[src/rtl/mult_div_unit_pkg.sv]
// Shared codes for the multiply/divide unit: controller ctrl encodings and FSM states.
package mult_div_unit_pkg;

  localparam int MD_WIDTH = 32;

  // The controller drives these on div_mult_ctrl; MD_RSVD behaves like MD_IDLE.
  typedef enum logic [1:0] {
    MD_IDLE = 2'b00,
    MD_MULT = 2'b01,
    MD_DIV  = 2'b10,
    MD_RSVD = 2'b11
  } md_ctrl_t;

  typedef enum logic [1:0] {
    ST_IDLE = 2'b00,
    ST_RUN  = 2'b01,
    ST_DONE = 2'b10
  } md_state_t;

endpackage

[src/rtl/mult_div_unit_booth_step.sv]
// One radix-2 Booth iteration on the {hi, lo, q-1} register followed by an arithmetic right shift.
module mult_div_unit_booth_step
  import mult_div_unit_pkg::*;
#(
  parameter int WIDTH = MD_WIDTH
) (
  input  logic [2*WIDTH:0] acc,
  input  logic [WIDTH-1:0] mcand,
  output logic [2*WIDTH:0] acc_next
);

  logic [WIDTH:0] hi_ext;
  logic [WIDTH:0] m_ext;
  logic [WIDTH:0] sum;

  // The add/sub is one bit wider so that subtracting the most negative multiplicand
  // keeps the correct sign bit for the shift.
  always_comb begin
    hi_ext = {acc[2*WIDTH], acc[2*WIDTH:WIDTH+1]};
    m_ext  = {mcand[WIDTH-1], mcand};
    case (acc[1:0])
      2'b01:   sum = hi_ext + m_ext;
      2'b10:   sum = hi_ext - m_ext;
      default: sum = hi_ext;
    endcase
    acc_next = {sum, acc[WIDTH:1]};
  end

endmodule

[src/rtl/mult_div_unit.sv]
// Multi-cycle signed multiplier (Booth) and divider (restoring) feeding the Hi/Lo registers.
// Handshake: the controller holds ctrl nonzero until done; done is a one-cycle registered pulse.
module mult_div_unit
  import mult_div_unit_pkg::*;
#(
  parameter int WIDTH = MD_WIDTH
) (
  input  logic             clk,
  input  logic             reset,
  input  logic [1:0]       ctrl,
  input  logic [WIDTH-1:0] a_in,
  input  logic [WIDTH-1:0] b_in,
  output logic [WIDTH-1:0] hi_out,
  output logic [WIDTH-1:0] lo_out,
  output logic             busy,
  output logic             done,
  output logic             div_zero,
  output md_state_t        fsm_state
);

  localparam int CW = $clog2(WIDTH);
  localparam int AW = 2*WIDTH + 1;

  md_state_t        state;
  logic [CW-1:0]    counter;
  logic [AW-1:0]    acc;
  logic [AW-1:0]    booth_next;
  logic [AW-1:0]    div_next;
  logic [AW-1:0]    step_next;
  logic [WIDTH-1:0] mcand;
  logic             op_div;
  logic             a_neg;
  logic             b_neg;
  logic             zero_pend;

  logic [WIDTH:0]   div_shifted;
  logic [WIDTH:0]   div_trial;
  logic [WIDTH-1:0] div_rem;
  logic [WIDTH-1:0] a_abs;
  logic [WIDTH-1:0] b_abs;
  logic [WIDTH-1:0] raw_hi;
  logic [WIDTH-1:0] raw_lo;
  logic [WIDTH-1:0] res_hi;
  logic [WIDTH-1:0] res_lo;

  mult_div_unit_booth_step #(.WIDTH(WIDTH)) u_booth_step (
    .acc      (acc),
    .mcand    (mcand),
    .acc_next (booth_next)
  );

  // The divider reuses acc: hi field holds the partial remainder, lo field shifts the
  // dividend out while quotient bits shift in. Magnitudes only; signs are applied at the end.
  always_comb begin
    a_abs       = a_in[WIDTH-1] ? -a_in : a_in;
    b_abs       = b_in[WIDTH-1] ? -b_in : b_in;
    div_shifted = {acc[AW-1:WIDTH+1], acc[WIDTH]};
    div_trial   = div_shifted - {1'b0, mcand};
    div_rem     = div_trial[WIDTH] ? div_shifted[WIDTH-1:0] : div_trial[WIDTH-1:0];
    div_next    = {div_rem, acc[WIDTH-1:1], ~div_trial[WIDTH], 1'b0};
    step_next   = op_div ? div_next : booth_next;
    raw_hi      = step_next[AW-1:WIDTH+1];
    raw_lo      = step_next[WIDTH:1];
    if (op_div) begin
      res_hi = a_neg ? -raw_hi : raw_hi;
      res_lo = (a_neg ^ b_neg) ? -raw_lo : raw_lo;
    end else begin
      res_hi = raw_hi;
      res_lo = raw_lo;
    end
  end

  assign busy      = (state == ST_RUN);
  assign fsm_state = state;

  always_ff @(posedge clk or negedge reset) begin
    if (!reset) begin
      state     <= ST_IDLE;
      counter   <= '0;
      acc       <= '0;
      mcand     <= '0;
      op_div    <= 1'b0;
      a_neg     <= 1'b0;
      b_neg     <= 1'b0;
      zero_pend <= 1'b0;
      hi_out    <= '0;
      lo_out    <= '0;
      done      <= 1'b0;
      div_zero  <= 1'b0;
    end else begin
      done     <= 1'b0;
      div_zero <= 1'b0;
      case (state)
        ST_IDLE: begin
          counter   <= '0;
          zero_pend <= 1'b0;
          if (ctrl == MD_MULT) begin
            op_div <= 1'b0;
            acc    <= {{WIDTH{1'b0}}, b_in, 1'b0};
            mcand  <= a_in;
            state  <= ST_RUN;
          end else if (ctrl == MD_DIV) begin
            op_div <= 1'b1;
            a_neg  <= a_in[WIDTH-1];
            b_neg  <= b_in[WIDTH-1];
            if (b_in == '0) begin
              zero_pend <= 1'b1;
              state     <= ST_DONE;
            end else begin
              acc   <= {{WIDTH{1'b0}}, a_abs, 1'b0};
              mcand <= b_abs;
              state <= ST_RUN;
            end
          end
        end
        ST_RUN: begin
          acc     <= step_next;
          counter <= counter + CW'(1);
          if (counter == CW'(WIDTH-1)) begin
            hi_out <= res_hi;
            lo_out <= res_lo;
            state  <= ST_DONE;
          end
        end
        ST_DONE: begin
          done     <= 1'b1;
          div_zero <= zero_pend;
          state    <= ST_IDLE;
        end
        default: state <= ST_IDLE;
      endcase
    end
  end

endmodule

[config.mk]
export PLATFORM = sky130hd
export DESIGN_NAME = mult_div_unit
export DESIGN_NICKNAME = d
export VERILOG_FILES = /design/src/rtl/mult_div_unit_pkg.sv /design/src/rtl/mult_div_unit_booth_step.sv /design/src/rtl/mult_div_unit.sv
export SDC_FILE = /design/constraint.sdc
export NUM_CORES = 1
export LEC_CHECK = 0
export ABC_AREA = 1
export CAP_MARGIN = 15
export CORE_ASPECT_RATIO = 1.1
export CORE_MARGIN = 1
export CORE_UTILIZATION = 56
export CTS_BUF_LIST = sky130_fd_sc_hd__clkbuf_2 sky130_fd_sc_hd__clkbuf_4 sky130_fd_sc_hd__clkbuf_8
export CTS_CLUSTER_DIAMETER = 40
export DETAILED_ROUTE_END_ITERATION = 6
export HOLD_SLACK_MARGIN = 0.02
export MAX_ROUTING_LAYER = met4
export PLACE_DENSITY = 0.8
export REMOVE_ABC_BUFFERS = 1
export SYNTH_ARGS = -nofsm -noshare
export SYNTH_HDL_FRONTEND = slang
export SYNTH_SLANG_ARGS = --single-unit
export TNS_END_PERCENT = 1
[constraint.sdc]
create_clock -name clk -period 4.1 [get_ports clk]
set_input_delay 0.615 -clock clk [delete_from_list [all_inputs] [get_ports clk]]
set_output_delay 0.615 -clock clk [all_outputs]
set_load 0.02 [all_outputs]
After elaboration in Yosys (flattened, before gate mapping)
Cells that the tools add are included.

Flip-flop bits (word level): 174. Bits of input ports: 68. Output and inout bits: 69. Word-level logic and storage cells: 73.

Add/subtract/negate cells: 8. Eq/ne operators: 11. Muxes and demuxes: 29. Bitwise operators: 3. Reduce and logical (&&, ||, !) cells: 10.

Operator list (number): $mux 32 (10); $mux 65 (4); $pmux 65 s2 (1); $neg 32->32 (4); $pmux 33 s2 (1); $add 32x32->33 (1); $sub 32x32->33 (1); $sub 33x32->33 (1); $logic_not 32->1 (1); $pmux 5 s2 (1); $reduce_and 3->1 (3); $mux 2 (4); $mux 1 (7); $eq 2x1->1 const B (3); $eq 2x2->1 const B (3); $ne 3x3->1 const B (2); $reduce_and 2->1 (3); $add 5x1->5 const B (1); $eq 5x5->1 const B (1); $pmux 2 s2 (1); $reduce_bool 2->1 (2); $logic_not 2->1 (1); $ne 2x1->1 const B (1); $ne 2x2->1 const B (1); 2 further kinds (3).

Longest topological paths before layout
Gate-level depths: netlist of run 1.

Word-level depth: 6. Mapped depth: 35.

By module
Synthesis of run 1 repeated with hierarchy kept, for this count alone.

Cell total of the unflattened synthesis: 2918. Area total of the unflattened synthesis: 18138.6 µm².

Modules (own cells, without submodules): mult_div_unit (instances 1, cells each 2170, area each 14298.7 µm², sequential area each 4354.2 µm²); mult_div_unit_booth_step (instances 1, cells each 748, area each 3839.9 µm², sequential area each 0.0 µm²).

Worst setup path after synthesis of run 1
OpenSTA, ideal clock, no wires.

Path kind: register -> register. Start point: reg mcand[0]. End point: reg hi_out[31]. Setup time: 0.117 ns. Data arrival time: 4.169 ns. Required time: 3.983 ns. Path slack: -0.186 ns. Cell stages (with the launch flop): 32. Path buffers: 0. Period minus slack after synthesis: 4.286 ns. Cell sequence: dfrtp_1 -> nor3_1 -> nand3_1 -> nor3_1 -> nand3_1 -> nor2_1 -> nand2_1 -> nor3_1 -> nand4_1 -> nor3_1 -> nor2_1 -> a21oi_1 -> o21ai_0 -> xor2_1 -> ha_1 -> nand2_1 -> nand2_1 -> o21bai_1 -> nand2_1 -> nand3_1 -> a21oi_1 -> nand2_1 -> a21oi_1 -> inv_1 -> or2_2 -> nand3_1 -> nand2_1 -> nand3_1 -> nand2_1 -> nand3b_1 -> nand3_1 -> nand2_1.

Word-level cells in the longest chain between the ends: 6.

Ends and longest elaborated chain: start, declared (RTL line mult_div_unit.sv:30) `logic [WIDTH-1:0] mcand;`; start signal, assigned (RTL line mult_div_unit.sv:100) `mcand <= a_in;`; start signal, assigned (RTL line mult_div_unit.sv:111) `mcand <= b_abs;`; $sub 32x32->33, or another cell as far along (RTL line mult_div_unit_booth_step.sv:23) `2'b10: sum = hi_ext - m_ext;`; $pmux 33 s2 or $mux 32 (tied branches) (RTL line mult_div_unit_booth_step.sv:21, mult_div_unit.sv:59); $mux 65 * (RTL line mult_div_unit.sv:61) `step_next = op_div ? div_next : booth_next;`; $neg 32->32 (RTL line mult_div_unit.sv:65) `res_hi = a_neg ? -raw_hi : raw_hi;`; $mux 32 (RTL line mult_div_unit.sv:65); $mux 32 * (RTL line mult_div_unit.sv:64) `if (op_div) begin`; end signal, assigned (RTL line mult_div_unit.sv:120) `hi_out <= res_hi;`; end, declared (RTL line mult_div_unit.sv:13) `output logic [WIDTH-1:0] hi_out,`.

Mark *: on every way between the ends. The rest lies on a longest branch, timed or not. A chain may end at the register's enable or synchronous reset.

Worst setup path after layout of run 1
Start point: reg mcand[0]. End point: reg hi_out[30].

The elaborated chain is that of the path after synthesis.

==> flow_metrics.tcl, run 1 <==
set metrics [dict create \
    status "complete, but fails checks" \
    violations "DRC, setup timing" \
    setup_violations 42 \
    yosys_register_bits 174 \
    cp_max_fo 4 \
    hold_viol 0 \
    synth_cell_types 63 \
    endpoint_kind "flop" \
    cts-buffers-inserted 17 \
    design.core.area_um2 30680 \
    vias 21680 \
    synth_top_cells_by_count "nand2_1, inv_1, nor2_1" \
    drc_errors 5 \
    clock_sinks 174 \
    crit_path_start "mcand[0]$_DFFE_PN0P_" \
    yosys.area_share.simple 0.3470 \
    antenna_found_initial 1 \
    synth_warnings 0 \
    clk_pin_slew_ns 0.12 \
    synth_flop_cell "dfrtp_1" \
    io_pins 137 \
    layout.nets 3412 \
    slowest_stage "dfrtp_1" \
    crit_family "simple AND/OR/NAND/NOR gates" \
    layout-drive-gt1-share 0.1743 \
    start_util 0.5728 \
    grt_use_met3 0.06986 \
    synth_mux_area_frac 0 \
    fin_crit_ns 4.743 \
    crit_arrival_ns 5.21 \
    synth_area_leaders "dfrtp_1, nand2_1, inv_1, nor2_1, nand3_1" \
    ys_seq_area_frac 0.2478 \
    rows 67 \
    synth-edff-count 0 \
    slew_headroom 0.3030 \
    syn_area_per_cell_um2 6.218 \
    wl_per_cell_um 18.88 \
    fp.dieW_um 170.9 \
    path_common_cell "nand2_1" \
    synth_top_area_share 0.2478 \
    slew_violations 0 \
    antenna_left 0 \
    cts_hold_buf 0 \
    grt_util_met2 0.7243 \
    synthAdderAreaFrac 0.05497 \
    clock_path_buffers 2 \
    vias_per_cell 5.868 \
    cts_tree "done" \
    met1_usage 0.5202 \
    synth_most_common_cell "nand2_1" \
    drtIter0Drc 2538 \
    synthesis.area_um2 17570 \
    cpPeakStageDelay_ns 0.41 \
    synth_compound_area_frac 0.1874 \
    grt_max_degree 96 \
    n_antenna_cell 0 \
    worstHoldPathType "primary input to async pin" \
    netlist_instances 2826 \
    port_buffers 136 \
    path_class "flop to flop" \
    max_clock_freq_ghz 0.2108 \
    grt_pass1_wl_mm 108.8 \
    synth_xor_xnor_area_share 0.05333 \
    grt_pass1_vias 21000 \
    drt_pass1_iterations 7 \
    cp-start-kind "flop" \
    async_flop_share 1.000 \
    required_ns 4.56 \
    cts_root_buf "clkbuf_8" \
    grt_overflow 0 \
    die_h_um 187.8 \
    area_growth_pct 28.66 \
    fin_skew_ns 0.02435 \
    die_area_um2 32090 \
    fin_ws_ns -0.6430 \
    htreeDepth 4 \
    maxCapViolCount 0 \
    r2r-start "mcand[0]$_DFFE_PN0P_" \
    synth_top_area_cell "dfrtp_1" \
    wl_mm 69.76 \
    grt.busiest_layer "met2" \
    dpl.hpwl_mm 54.79 \
    placed_area_um2 21960 \
    path_buf_inv 1 \
    rsz0062_at_grt "yes" \
    synth_top_family_by_area "simple AND/OR/NAND/NOR gates" \
    grt.total_usage 0.4523 \
    fin_area_um2 22610 \
    worstSkewPairLatency_ns 0.55 \
    gp_congestion 1.104 \
    nFillCells 2522 \
    tightest_slew_ns 1.042 \
    period_share 1.157 \
]
==> area by class of cell <==
cell class	count	area [um^2]	share of cell area
inverters	401	1505	0.06657
well taps	414	518.0	0.02291
clock inverters	13	153.9	0.006807
multi-input cells	2154	11510	0.5089
flip-flops and latches	174	4358	0.1927
clock buffers	19	261.5	0.01157
repair buffers	520	4308	0.1905
==> cell usage in the layout (no fill, tap or decap), types with 9 or more instances in the layout <==
cell / Yosys / layout
dfrtp_1: 174 / 173
clkdlybuf4s50_1: 0 / 135
o21ai_0: 197 / 176
a21oi_1: 184 / 173
nand2_1: 734 / 718
a21oi_2: 2 / 13
o2111ai_1: 9 / 9
o221ai_1: 27 / 27
buf_4: 3 / 379
a22oi_1: 9 / 9
nand4_1: 30 / 30
o21ai_1: 5 / 24
nand3_1: 205 / 201
a2bb2oi_1: 13 / 13
xor2_1: 80 / 79
clkbuf_8: 0 / 19
xnor2_1: 27 / 27
nor2_2: 11 / 25
nand3_2: 8 / 12
o211ai_1: 25 / 25
nand2_2: 24 / 39
o22ai_1: 40 / 40
inv_2: 8 / 10
nor3_1: 41 / 34
inv_1: 392 / 391
nor2_1: 287 / 273
nand3b_1: 15 / 15
ha_1: 74 / 72
or2_2: 23 / 23
==> sequential cells by signal (all words and copies together) (netlist names), 2 cells and up <==
signal,cells
acc,65
counter,5
fsm_state,2
hi_out,32
lo_out,32
mcand,32
==> worst paths after layout <==
check | end | slack [ns] | cells after the start
min in group clk | hi_out[9]$_DFFE_PN0P_ | 0.49 | 2
max in group asynchronous | acc[24]$_DFFE_PN0P_ | 2.99 | 2
worst min-delay path | hi_out[26]$_DFFE_PN0P_ | 0.18 | 1
worst min register to register | hi_out[9]$_DFFE_PN0P_ | 0.49 | 2
worst max-delay path | hi_out[30]$_DFFE_PN0P_ | -0.64 | 31
worst max register to register | hi_out[30]$_DFFE_PN0P_ | -0.64 | 31
==> cell families (layout without fill, tap and decap cells) <==
family	count (synthesis)	count (layout)
simple gates	1408	1408
buf+inv	498	953
flops	174	174
xor+xnor	107	107
fa+ha+maj	76	76
compound gates	563	563
==> per-layer routing <==
metal	vias to the layer above	routed length, um
li1	10140	-
met2	1376	32170
met3	325	6408
met5	-	0
met1	9838	26170
met4	0	5015
==> metrics by stage <==
stage | setup slack (ns) | cells | utilization | TNS, ns | hold WS [ns]
after CTS | -0.6051 | 3695 | 0.7354 | -11.51 | 0.2045
after detailed placement | -1.122 | 3659 | 0.7156 | -23.20 | 0.4719
after global routing | -1.086 | 3695 | 0.7369 | -30.26 | 0.2517
after global placement | -0.9096 | 3659 | 0.7156 | -16.31 | 0.4620
after floorplan | -1.373 | 2729 | - | -67.12 | 0.3194
final | -0.6430 | 3695 | 0.7369 | -14.00 | 0.1803
==> what timing repair did <==
action,CTS,global route
pin swaps,16,1
buffers inserted,4,0
setup endpoints to repair,44,51
resized for setup,64,15
Power of run 1 is not shown: default switching activity piles up to over one toggle a cycle in this logic, so the estimate is an artifact.
==> run 2, diff against run 1 <==
Settings changed: CORE_UTILIZATION 56 to 60, DONT_BUFFER_PORTS set to 1, PLACE_DENSITY 0.8 to 0.79.
==> run 2 against run 1 <==
Effect of this change:
- the run ends with hold timing, setup timing left
- setup slack got worse by 0.032 ns
- routed wire length is 2.9% lower
- sequential share of layout area up 0.95 points
- hold slack lost 0.41 ns
- flip-flop and latch count did not move
- clock skew up 0.011 ns
- global-route usage up 0.77 points
==> flow_metrics.tcl, run 2 (synthesis results as in run 1) <==
set metrics [dict create \
    grt_max_degree 175 \
    n_antenna_cell 0 \
    dp.cells 3444 \
    crit_arrival_ns 5.25 \
    maxCapViolCount 0 \
    layout-drive-gt1-share 0.2090 \
    area_growth_pct 22.62 \
    layout.nets 3251 \
    required_ns 4.58 \
    dr_wl_met3_mm 6.722 \
    design.core.area_um2 28710 \
    slowest_stage "dfrtp_1" \
    layout_common_cells "nand2_1, inv_1, buf_4" \
    wl_met2_mm 31.06 \
    fin_hold_ws_ns -0.2329 \
    start_util 0.6121 \
    cp-start-kind "flop" \
    tightest_slew_ns 1.054 \
    clock_path_buffers 2 \
    wl_met1_mm 25.11 \
    antenna_found_initial 0 \
    clock_sinks 174 \
    grt_overflow 0 \
    fin_skew_ns 0.03557 \
    drtIter0Drc 2353 \
    path_class "flop to flop" \
    grt_pass1_vias 20010 \
    clk_pin_slew_ns 0.14 \
    fin_crit_ns 4.775 \
    worstSkewPairLatency_ns 0.53 \
    vias_per_cell 6.029 \
    period_share 1.165 \
    hold_viol 174 \
    rows 65 \
    cts_root_buf "clkbuf_8" \
    drc_errors 0 \
    grt_pass1_wl_mm 102.8 \
    wl_per_cell_um 19.41 \
    antenna_left 0 \
    cts_tree "done" \
    endpoint_kind "flop" \
    gp_congestion 1.092 \
    port_buffers 0 \
    slew_violations 0 \
    cpPeakStageDelay_ns 0.40 \
    grt.total_usage 0.4600 \
    io_pins 137 \
    max_clock_freq_ghz 0.2094 \
    violations "hold timing, setup timing" \
    die_area_um2 29980 \
    die_h_um 181.5 \
    status "complete, but fails checks" \
    nFillCells 2323 \
    setup_violations 37 \
    wl_mm 67.70 \
    htreeDepth 4 \
    drt_pass1_iterations 6 \
    cts-buffers-inserted 17 \
    fp.dieW_um 165.2 \
    fin_ws_ns -0.6750 \
    dpl.hpwl_mm 52.30 \
    vias 21030 \
    cp_max_fo 4 \
    fin_cells 3488 \
    dr.max_layer_used "met4" \
    worstHoldPathType "primary input to async pin" \
    path_common_cell "nand2_1" \
    final_common_cell "nand2_1" \
    rsz0062_at_grt "yes" \
    largest_reg_flops 65 \
    pre_cts_slack_ns -1.055 \
    slew_headroom 0.2974 \
    largest-register "acc" \
]
==> run 2: cell type report <==
cell class / count / area [um^2] / share of cell area
clock inverters: 14 / 193.9 / 0.009000
repair buffers: 359 / 2724 / 0.1264
inverters: 401 / 1505 / 0.06985
multi-input cells: 2154 / 12060 / 0.5596
clock buffers: 18 / 247.7 / 0.01150
flip-flops and latches: 174 / 4358 / 0.2022
well taps: 368 / 460.4 / 0.02137
==> run 2: final timing paths <==
path / from / endpoint / slack, ns / cells past startpoint
max in group asynchronous: reset / lo_out[11]$_DFFE_PN0P_ / 3.92 / 0
min in group clk: a_in[17] / mcand[17]$_DFFE_PN0P_ / 0.25 / 2
hold / removal: reset / acc[60]$_DFFE_PN0P_ / -0.23 / 0
setup / recovery: mcand[2]$_DFFE_PN0P_ / hi_out[27]$_DFFE_PN0P_ / -0.67 / 33
setup reg to reg: mcand[2]$_DFFE_PN0P_ / hi_out[27]$_DFFE_PN0P_ / -0.67 / 33
hold reg to reg: mcand[29]$_DFFE_PN0P_ / mcand[29]$_DFFE_PN0P_ / 0.50 / 2
==> run 2: per-layer routing <==
metal  track usage  vias to the layer above
met5             -                        -
met4        0.2899                        0
met3       0.09434                      316
met2        0.7287                     1259
met1        0.5264                     9626
li1              -                     9828
==> run 2: repair_timing <==
item                                    4_1_cts  5_1_grt
buffers inserted                              1       11
resized for setup                            69      155
endpoints found under the hold margin       174      174
pin swaps                                    12       84
endpoints found under the setup margin       43       49
==> run 2: worst max-delay path: cells and delay by family, from the launching register on <==
kind / cells / cell delay [ns]
AO/OA/AOI/OAI: 4 / 0.62
XOR/XNOR: 1 / 0.17
adder cells (fa/ha/maj): 1 / 0.26
buffers and inverters: 1 / 0.16
flip-flops: 1 / 0.40
AND/OR/NAND/NOR: 26 / 3.14
==> run 2: metrics by stage <==
stage	TNS, ns	hold WS, ns	util	cell area, um^2
after detailed placement	-23.20	0.3226	0.7057	20260
after global routing	-23.23	-0.2420	0.7506	21550
after global placement	-19.45	0.3226	0.7057	20260
after floorplan	-67.12	0.3194	-	17150
final	-11.91	-0.2329	0.7506	21550
after CTS	-9.777	-0.2431	0.7286	20920
Power of run 2 is left out for the same reason.
